File: src/rtl/mem_bus_master.sv
// Single-word bus initiator: runs one memory read/write cycle per request and
// completes on MEM_ACK (with timeout) or after a fixed latency.
module mem_bus_master #(
  parameter int unsigned DATAWIDTH_BUS  = 32,
  parameter int unsigned ACK_MODE       = 1,
  parameter int unsigned FIXED_LATENCY  = 2,
  parameter int unsigned TIMEOUT_CYCLES = 16
) (
  input  logic                     CLK,
  input  logic                     RESET,
  input  logic                     REQ_RD,
  input  logic                     REQ_WR,
  input  logic [DATAWIDTH_BUS-1:0] REQ_ADDRESS,
  input  logic [DATAWIDTH_BUS-1:0] REQ_DATA,
  output logic [DATAWIDTH_BUS-1:0] RDATA,
  output logic                     BUSY,
  output logic                     DONE,
  output logic                     ERR,
  output logic                     MEM_RD,
  output logic                     MEM_WR,
  output logic [DATAWIDTH_BUS-1:0] MEM_ADDRESS,
  output logic [DATAWIDTH_BUS-1:0] MEM_DATA_OUT,
  input  logic [DATAWIDTH_BUS-1:0] MEM_DATA_IN,
  input  logic                     MEM_ACK
);

  localparam int unsigned CntW = ($clog2(TIMEOUT_CYCLES) > 4) ? $clog2(TIMEOUT_CYCLES) : 4;
  localparam logic [CntW-1:0] LatLast = CntW'(FIXED_LATENCY - 1);
  localparam logic [CntW-1:0] ToLast  = CntW'(TIMEOUT_CYCLES - 1);

  typedef enum logic [1:0] {StIdle, StAccess, StDone} state_e;

  state_e                   state_q, state_d;
  logic [CntW-1:0]          cnt_q, cnt_d;
  logic                     op_wr_q, op_wr_d;
  logic                     err_q, err_d;
  logic [DATAWIDTH_BUS-1:0] addr_q, addr_d;
  logic [DATAWIDTH_BUS-1:0] data_q, data_d;
  logic [DATAWIDTH_BUS-1:0] rdata_q, rdata_d;
  logic                     complete;
  logic                     access;

  always_ff @(posedge CLK or posedge RESET) begin
    if (RESET) begin
      state_q <= StIdle;
      cnt_q   <= '0;
      op_wr_q <= 1'b0;
      err_q   <= 1'b0;
      addr_q  <= '0;
      data_q  <= '0;
      rdata_q <= '0;
    end else begin
      state_q <= state_d;
      cnt_q   <= cnt_d;
      op_wr_q <= op_wr_d;
      err_q   <= err_d;
      addr_q  <= addr_d;
      data_q  <= data_d;
      rdata_q <= rdata_d;
    end
  end

  always_comb begin
    state_d  = state_q;
    cnt_d    = cnt_q;
    op_wr_d  = op_wr_q;
    err_d    = 1'b0;
    addr_d   = addr_q;
    data_d   = data_q;
    rdata_d  = rdata_q;
    complete = 1'b0;
    unique case (state_q)
      StIdle: begin
        if (REQ_RD ^ REQ_WR) begin
          op_wr_d = REQ_WR;
          addr_d  = REQ_ADDRESS;
          data_d  = REQ_DATA;
          cnt_d   = '0;
          if (REQ_ADDRESS[1:0] == 2'b00) begin
            state_d = StAccess;
          end else begin
            state_d = StDone;
            err_d   = 1'b1;
          end
        end else if (REQ_RD && REQ_WR) begin
          state_d = StDone;
          err_d   = 1'b1;
        end
      end
      StAccess: begin
        cnt_d = cnt_q + 1'b1;
        if (ACK_MODE != 0) begin
          // An ACK on the timeout edge still wins over the timeout.
          if (MEM_ACK) begin
            complete = 1'b1;
          end else if (cnt_q == ToLast) begin
            state_d = StDone;
            err_d   = 1'b1;
          end
        end else if (cnt_q == LatLast) begin
          complete = 1'b1;
        end
        if (complete) begin
          state_d = StDone;
          if (!op_wr_q) rdata_d = MEM_DATA_IN;
        end
      end
      StDone: begin
        state_d = StIdle;
      end
      default: begin
        state_d = StIdle;
      end
    endcase
  end

  assign access       = (state_q == StAccess);
  assign BUSY         = (state_q != StIdle);
  assign DONE         = (state_q == StDone);
  assign ERR          = DONE & err_q;
  assign MEM_RD       = access & ~op_wr_q;
  assign MEM_WR       = access & op_wr_q;
  assign MEM_ADDRESS  = access ? addr_q : '0;
  assign MEM_DATA_OUT = (access && op_wr_q) ? data_q : '0;
  assign RDATA        = rdata_q;

endmodule
File: config.mk
export PLATFORM = sky130hd
export DESIGN_NAME = mem_bus_master
export DESIGN_NICKNAME = d
export VERILOG_FILES = /design/src/rtl/mem_bus_master.sv
export SDC_FILE = /design/constraint.sdc
export NUM_CORES = 1
export LEC_CHECK = 0
export CAP_MARGIN = 20
export CELL_PAD_IN_SITES_DETAIL_PLACEMENT = 0
export CELL_PAD_IN_SITES_GLOBAL_PLACEMENT = 1
export CORE_MARGIN = 1.5
export CORE_UTILIZATION = 30
export CTS_BUF_LIST = sky130_fd_sc_hd__clkbuf_4 sky130_fd_sc_hd__clkbuf_8
export DETAILED_ROUTE_END_ITERATION = 12
export PLACE_DENSITY = 0.88
export SETUP_SLACK_MARGIN = 0.1
export SYNTH_ARGS = -nofsm -noshare
export SYNTH_HDL_FRONTEND = slang
export SYNTH_SLANG_ARGS = --single-unit
File: constraint.sdc
create_clock -name CLK -period 3.3 [get_ports CLK]
set_clock_uncertainty 0.2 [all_clocks]
set_input_delay 0.66 -clock CLK [delete_from_list [all_inputs] [get_ports CLK]]
set_output_delay 0.66 -clock CLK [all_outputs]
set_load 0.05 [all_outputs]
==> results of run 1 <==
[layout make-up]
type	count	area, um2	area share [%]
multi-input combinational	195	1747	25.89
tap	184	230.2	3.412
sequential	104	2603	38.57
clock inverter	2	15.01	0.2225
inverter	5	22.52	0.3338
clock buffer	13	166.4	2.466
timing repair buffer	208	1964	29.11
[kinds of logic after synthesis]
kind of cell    count (synthesis)  synth area share [%]
fa+ha+maj                       3                0.8369
flops                         104                 58.02
compound gates                 10                 1.423
mux                            98                 24.57
simple gates                   83                 11.74
buf+inv                        28                 3.208
xor+xnor                        1                0.1953
[final timing paths]
kind / end / slack, ns / cells after the start / startpoint
setup / recovery: MEM_RD / 0.30 / 3 / state_q[1]
hold / removal: RDATA[22] / 0.29 / 1 / RDATA[22]
setup reg to reg: RDATA[18] / 1.16 / 4 / state_q[1]
hold reg to reg: RDATA[22] / 0.29 / 1 / RDATA[22]
max in group asynchronous: addr_q[31] / 1.71 / 3 / RESET
min in group asynchronous: RDATA[6] / 0.45 / 2 / RESET
[metal layers]
metal,global-route usage (%),up-vias
li1,-,1516
met3,4.279,16
met5,0,-
met1,16.74,1539
met4,5.749,0
met2,20.96,127
[power by group]
part	switching (mW)	internal (mW)	total [mW]
combinational	1.27	0.940	2.21
clock	0.417	0.329	0.747
sequential	0.235	1.78	2.01
total	1.92	3.04	4.96
[synthesized netlist by cell type (2+ instances only)]
cell type  instances  area, um2
o22ai_1            2      12.51
ha_1               3      37.54
and2_1            34      212.7
dfrtp_1          104       2603
buf_4              2      15.01
buf_2              6      30.03
mux2_1             8      90.09
nand2_1            4      15.01
a21oi_1            3      15.01
clkbuf_1          11      41.29
mux2_2            89       1002
nor3_1             2      10.01
and3_1            32      200.2
or2_2              2      12.51
inv_1              5      18.77
o21ai_0            2      10.01
buf_6              3      33.78
[registers in the layout (all words and copies together), names as in the netlist]
name / flops
RDATA: 32
addr_q: 32
data_q: 32
cnt_q: 4
state_q: 2
err_q: 1
op_wr_q: 1
[per-stage QoR]
stage | std cells | setup slack [ns]
floorplan | 327 | 0.6824
global placement | 696 | 0.5095
detailed placement | 696 | 0.4412
CTS | 711 | 0.2588
global route | 711 | 0.1739
finish | 711 | 0.2999
[worst max-delay path: stages, from the launching register on]
cell and delay, ns:
dfrtp_1 0.46, nand2b_1 0.33, nor2_1 0.16, clkdlybuf4s50_1 0.83
==> impl_metrics.py, run 1 <==
metrics = {
    "critical_path": {
        "critPathKind": "register to output pin",
        "crit_required_ns": 2.44,
        "cp_max_fo": 7,
        "critPathArrivalTime_ns": 2.14,
        "end_kind": "output pin",
        "startpoint_type": "register",
    },
    "drt": {
        "top_layer_used": "met4",
        "drc": 0,
        "wl_met2_um": 4923,
        "route.detailed.wl_per_inst_um": 14.62,
        "routed_via_density": 4.498,
        "wl_met1_um": 4511,
        "met3RoutedLength_um": 752,
        "num_vias": 3198,
        "first_pass_iters": 4,
        "drt-total-wl_um": 10400,
        "detail-route-antenna-nets": 0,
        "drt-initial-drc-count": 66,
    },
    "finish": {
        "layout_common_cells": "clkdlybuf4s50_1, dfrtp_1, mux2_2",
        "area_growth_pct": 50.43,
        "final_area_um2": 6748,
        "layout.nets": 627,
        "antenna_cells": 0,
        "fill_cells": 1303,
        "drive_above_1_share_pct": 34.91,
        "final_common_cell": "clkdlybuf4s50_1",
        "fin_util_pct": 46.25,
    },
    "power_and_ir_drop": {
        "power_density_nw_per_um2": 735.6,
        "finalPower_mw": 4.963,
        "ir_drop_uv": 305.9,
        "p_leak_nw": 3.043,
    },
    "timing": {
        "fmax_ghz": 0.3333,
        "min_period_ns": 3.000,
        "slew_headroom_pct": 64.39,
        "fin_setup_tns_ns": 0,
        "fin_crit_sh_pct": 90.91,
        "finalHoldViolCount": 0,
        "rsz0062_at_grt": "no",
        "setup_viol": 0,
        "drv_slew": 0,
        "worst_pin_slew_ns": 0.5324,
        "fin_hold_ws_ns": 0.2924,
    },
    "floorplan": {
        "dieArea_um2": 15690,
        "die_y_um": 125.3,
        "initial_core_util_pct": 30.75,
        "num_rows": 44,
        "ios": 202,
        "core_area_um2": 14590,
        "fp.dieW_um": 125.3,
    },
    "cts": {
        "numCtsBuffers": 9,
        "cts_resized": 0,
        "cts_hold_buf": 0,
        "clkSinkCount": 104,
        "clkTransAtPathRegs_ns": 0.09,
        "clk_path_buf_depth": 2,
        "root_buffer": "clkbuf_8",
        "cts_tree": "built",
        "clkLatencyLatePin_ns": 0.36,
        "post-cts-setup-buffers": 0,
        "h-tree-depth": 3,
    },
    "global_route": {
        "gr-total-overflow": 0,
        "grt_max_degree": 58,
        "grt_pass1_wl_um": 16670,
        "grt_pass1_vias": 3318,
        "antenna_found_initial": 0,
        "grtUsageTotal_pct": 13.28,
    },
    "synthesis": {
        "synth-edff-count": 0,
        "syn_area_per_cell_um2": 13.72,
        "synth_seq_area_share_pct": 58.02,
        "synthCells": 327,
        "synthFlopType": "dfrtp_1",
        "ys_types": 32,
        "ys.warnings.count": 0,
        "synth_seq_cells": 104,
        "synth_area_um2": 4486,
        "synth_async_sr_flop_share_pct": 100.0,
        "synth_fp_nets": 431,
    },
    "placed_design": {
        "dp_hpwl_um": 7546,
        "portBuffers": 201,
        "gp_congestion": 0.7108,
        "placedInstanceArea_um2": 6566,
    },
    "run": {
        "max-cap-violations": 0,
    },
    "hold_path": {
        "hold_path_class": "register to register",
    },
    "status": {
        "status": "complete, no violations",
    },
}
Note: power is estimated with default switching activity, not from simulation.
==> run 2: changes to the inputs <==
GPL_TIMING_DRIVEN = 0   (was not set)
SKIP_LAST_GASP = 1   (was not set)
==> run 2 against run 1 <==
  * First-iteration DRC count shrank 11%
  * Total power grew 2.0%
  * Cell area rose by 2.7%
  * Critical path depth is 1 higher
  * Critical path type unchanged
  * Maximum frequency down 2.5%
  * Cell count rose by 2.5%
  * Global-route usage up 2.1 points
  * Sequential power hardly changed
  * Critical endpoint is now MEM_ADDRESS[0]
  * Largest cell class unchanged
  * Largest power group unchanged
  * Combinational power barely moved
  * Non-clock buffer count increased by 17
==> impl_metrics.py, run 2 (synthesized netlist as in run 1, its figures left out) <==
metrics = {
    "status": {
        "status": "complete, no violations",
    },
    "timing": {
        "finalHoldViolCount": 0,
        "min_period_ns": 3.076,
        "drv_slew": 0,
        "fmax_ghz": 0.3251,
        "worst_pin_slew_ns": 0.6773,
        "slew_headroom_pct": 54.75,
        "setup_viol": 0,
        "postLayoutSetupSlackWorst_ns": 0.2242,
        "rsz0062_at_grt": "no",
        "fin_crit_sh_pct": 93.20,
    },
    "floorplan": {
        "ios": 202,
        "fp.dieW_um": 125.3,
        "num_rows": 44,
        "die_y_um": 125.3,
        "dieArea_um2": 15690,
        "initial_core_util_pct": 30.75,
        "core_area_um2": 14590,
    },
    "power_and_ir_drop": {
        "power_density_nw_per_um2": 730.7,
        "ir_drop_uv": 285.0,
        "switching_share_pct": 39.10,
        "p_int_mw": 3.083,
        "p_sw_mw": 1.980,
        "p_comb_share_pct": 43.6,
        "p_clk_share_pct": 16.3,
        "p_leak_nw": 3.191,
        "power_frac_seq_pct": 40.0,
    },
    "drt": {
        "drt-total-wl_um": 11660,
        "drc": 0,
        "first_pass_iters": 4,
        "detail-route-antenna-nets": 0,
        "num_vias": 3348,
        "route.detailed.wl_per_inst_um": 15.99,
        "routed_via_density": 4.593,
        "drt-initial-drc-count": 59,
    },
    "global_route": {
        "grt_pass1_wl_um": 19160,
        "grt_pass1_vias": 3751,
        "grt_max_degree": 43,
        "gr-total-overflow": 0,
        "grtUsageTotal_pct": 15.36,
        "antenna_found_initial": 0,
    },
    "cts": {
        "cts_tree": "built",
        "clk_path_buf_depth": 2,
        "cts_hold_buf": 0,
        "clkLatencyLatePin_ns": 0.37,
        "root_buffer": "clkbuf_8",
        "numCtsBuffers": 9,
        "h-tree-depth": 3,
        "clkSinkCount": 104,
        "post-cts-setup-buffers": 0,
        "clkTransAtPathRegs_ns": 0.10,
    },
    "critical_path": {
        "reg2reg_slack_ns": 1.21,
        "startpoint_type": "register",
        "timing.rr.start": "state_q[0]",
        "end_kind": "output pin",
        "critPathKind": "register to output pin",
        "critPathArrivalTime_ns": 2.22,
        "reg2reg_depth": 5,
        "cp_max_fo": 10,
        "crit_required_ns": 2.44,
        "r2r_end": "data_q[5]",
    },
    "finish": {
        "area_growth_pct": 54.45,
        "layout_common_cells": "clkdlybuf4s50_1, dfrtp_1, mux2_2",
        "drive_above_1_share_pct": 27.16,
        "fin_util_pct": 47.49,
        "final_common_cell": "clkdlybuf4s50_1",
        "antenna_cells": 0,
        "layout.nets": 644,
    },
    "hold_path": {
        "hold_path_class": "register to register",
        "holdPathStages": 1,
        "min_to": "RDATA[8]",
        "worstHoldStart": "RDATA[8]",
    },
    "placed_design": {
        "place_ws_ns": -0.1127,
        "gp_congestion": 0.7096,
        "portBuffers": 201,
        "dp_hpwl_um": 9072,
    },
    "run": {
        "max-cap-violations": 0,
    },
}
[run 2: cell count changes in the layout (fill, tap and decap cells not counted), moves of 2 or more]
cell	delta
clkdlybuf4s15_2	+14
buf_4	-65
clkbuf_1	+6
clkbuf_4	-2
buf_2	+7
clkdlybuf4s15_1	+5
buf_6	+3
buf_12	-3
clkbuf_2	+7
dlygate4sd2_1	+43
[run 2: area by class of cell]
cell class | count | area, um2
Fill cell | 1308 | 7661
Sequential cell | 104 | 2603
Timing Repair Buffer | 203 | 2001
Multi-Input combinational cell | 195 | 1740
Tap cell | 184 | 230.2
Clock buffer | 10 | 137.6
Buffer | 22 | 126.4
Clock inverter | 6 | 67.56
Inverter | 5 | 22.52
[run 2: metal layers]
| layer | GRT usage (%) | part of all wire, % | vias to the layer above |
|---|---|---|---|
| met1 | 17.61 | 41 | 1649 |
| met3 | 4.964 | 7.5 | 20 |
| met5 | 0 | 0 | - |
| met4 | 5.949 | 2.1 | 0 |
| met2 | 26.65 | 49 | 130 |
| li1 | - | - | 1549 |
[run 2: critical path: stages, from the launching register on]
cell	delay (ns)
dfrtp_1	0.44
and2b_2	0.32
clkbuf_1	0.38
and2_1	0.20
clkdlybuf4s15_1	0.51
[run 2: repair_timing]
| action | CTS | global route |
|---|---|---|
| pin swaps | 0 | 0 |
| setup endpoints to repair | 66 | 47 |
| resized for setup | 102 | 9 |
| gates cloned | 0 | 0 |
[run 2: through the flow]
step	instances	hold WS, ns	area, um2	TNS (ns)	total power [mW]
detailed placement	714	0.2783	6771	-0.9692	4.320
finish	729	0.2934	6928	0	5.062
floorplan	327	0.2720	4489	0	3.490
CTS	729	0.3027	6938	0	5.143
global placement	712	0.2657	6731	-0.4617	4.227
global route	729	0.3196	6928	0	5.346
[run 2: worst max path at each step]
stage               startpoint              end
CTS                 state_q[1]  MEM_ADDRESS[22]
finish              state_q[1]   MEM_ADDRESS[0]
floorplan           state_q[0]              ERR
detailed placement  state_q[1]  MEM_ADDRESS[22]
global route        state_q[1]   MEM_ADDRESS[2]
global placement    state_q[1]  MEM_ADDRESS[17]
[run 2: power by group through the flow]
| stage | Combinational, mW | Sequential [mW] | Clock [mW] |
|---|---|---|---|
| 6_report | 2.21 | 2.03 | 0.825 |
| 5_1_grt | 2.32 | 2.10 | 0.921 |
| 4_1_cts | 2.24 | 2.03 | 0.870 |
| 3_5_place_dp | 2.27 | 2.05 | 0 |
| 3_3_place_gp | 2.22 | 2.01 | 0 |
| 2_1_floorplan | 0.791 | 2.70 | 0 |
==> run 3: changes to the inputs <==
ABC_CLOCK_PERIOD_IN_PS = 3300   (was not set)
==> results of run 3 <==
Final layout, timing and power as in run 2 (identical DEF).
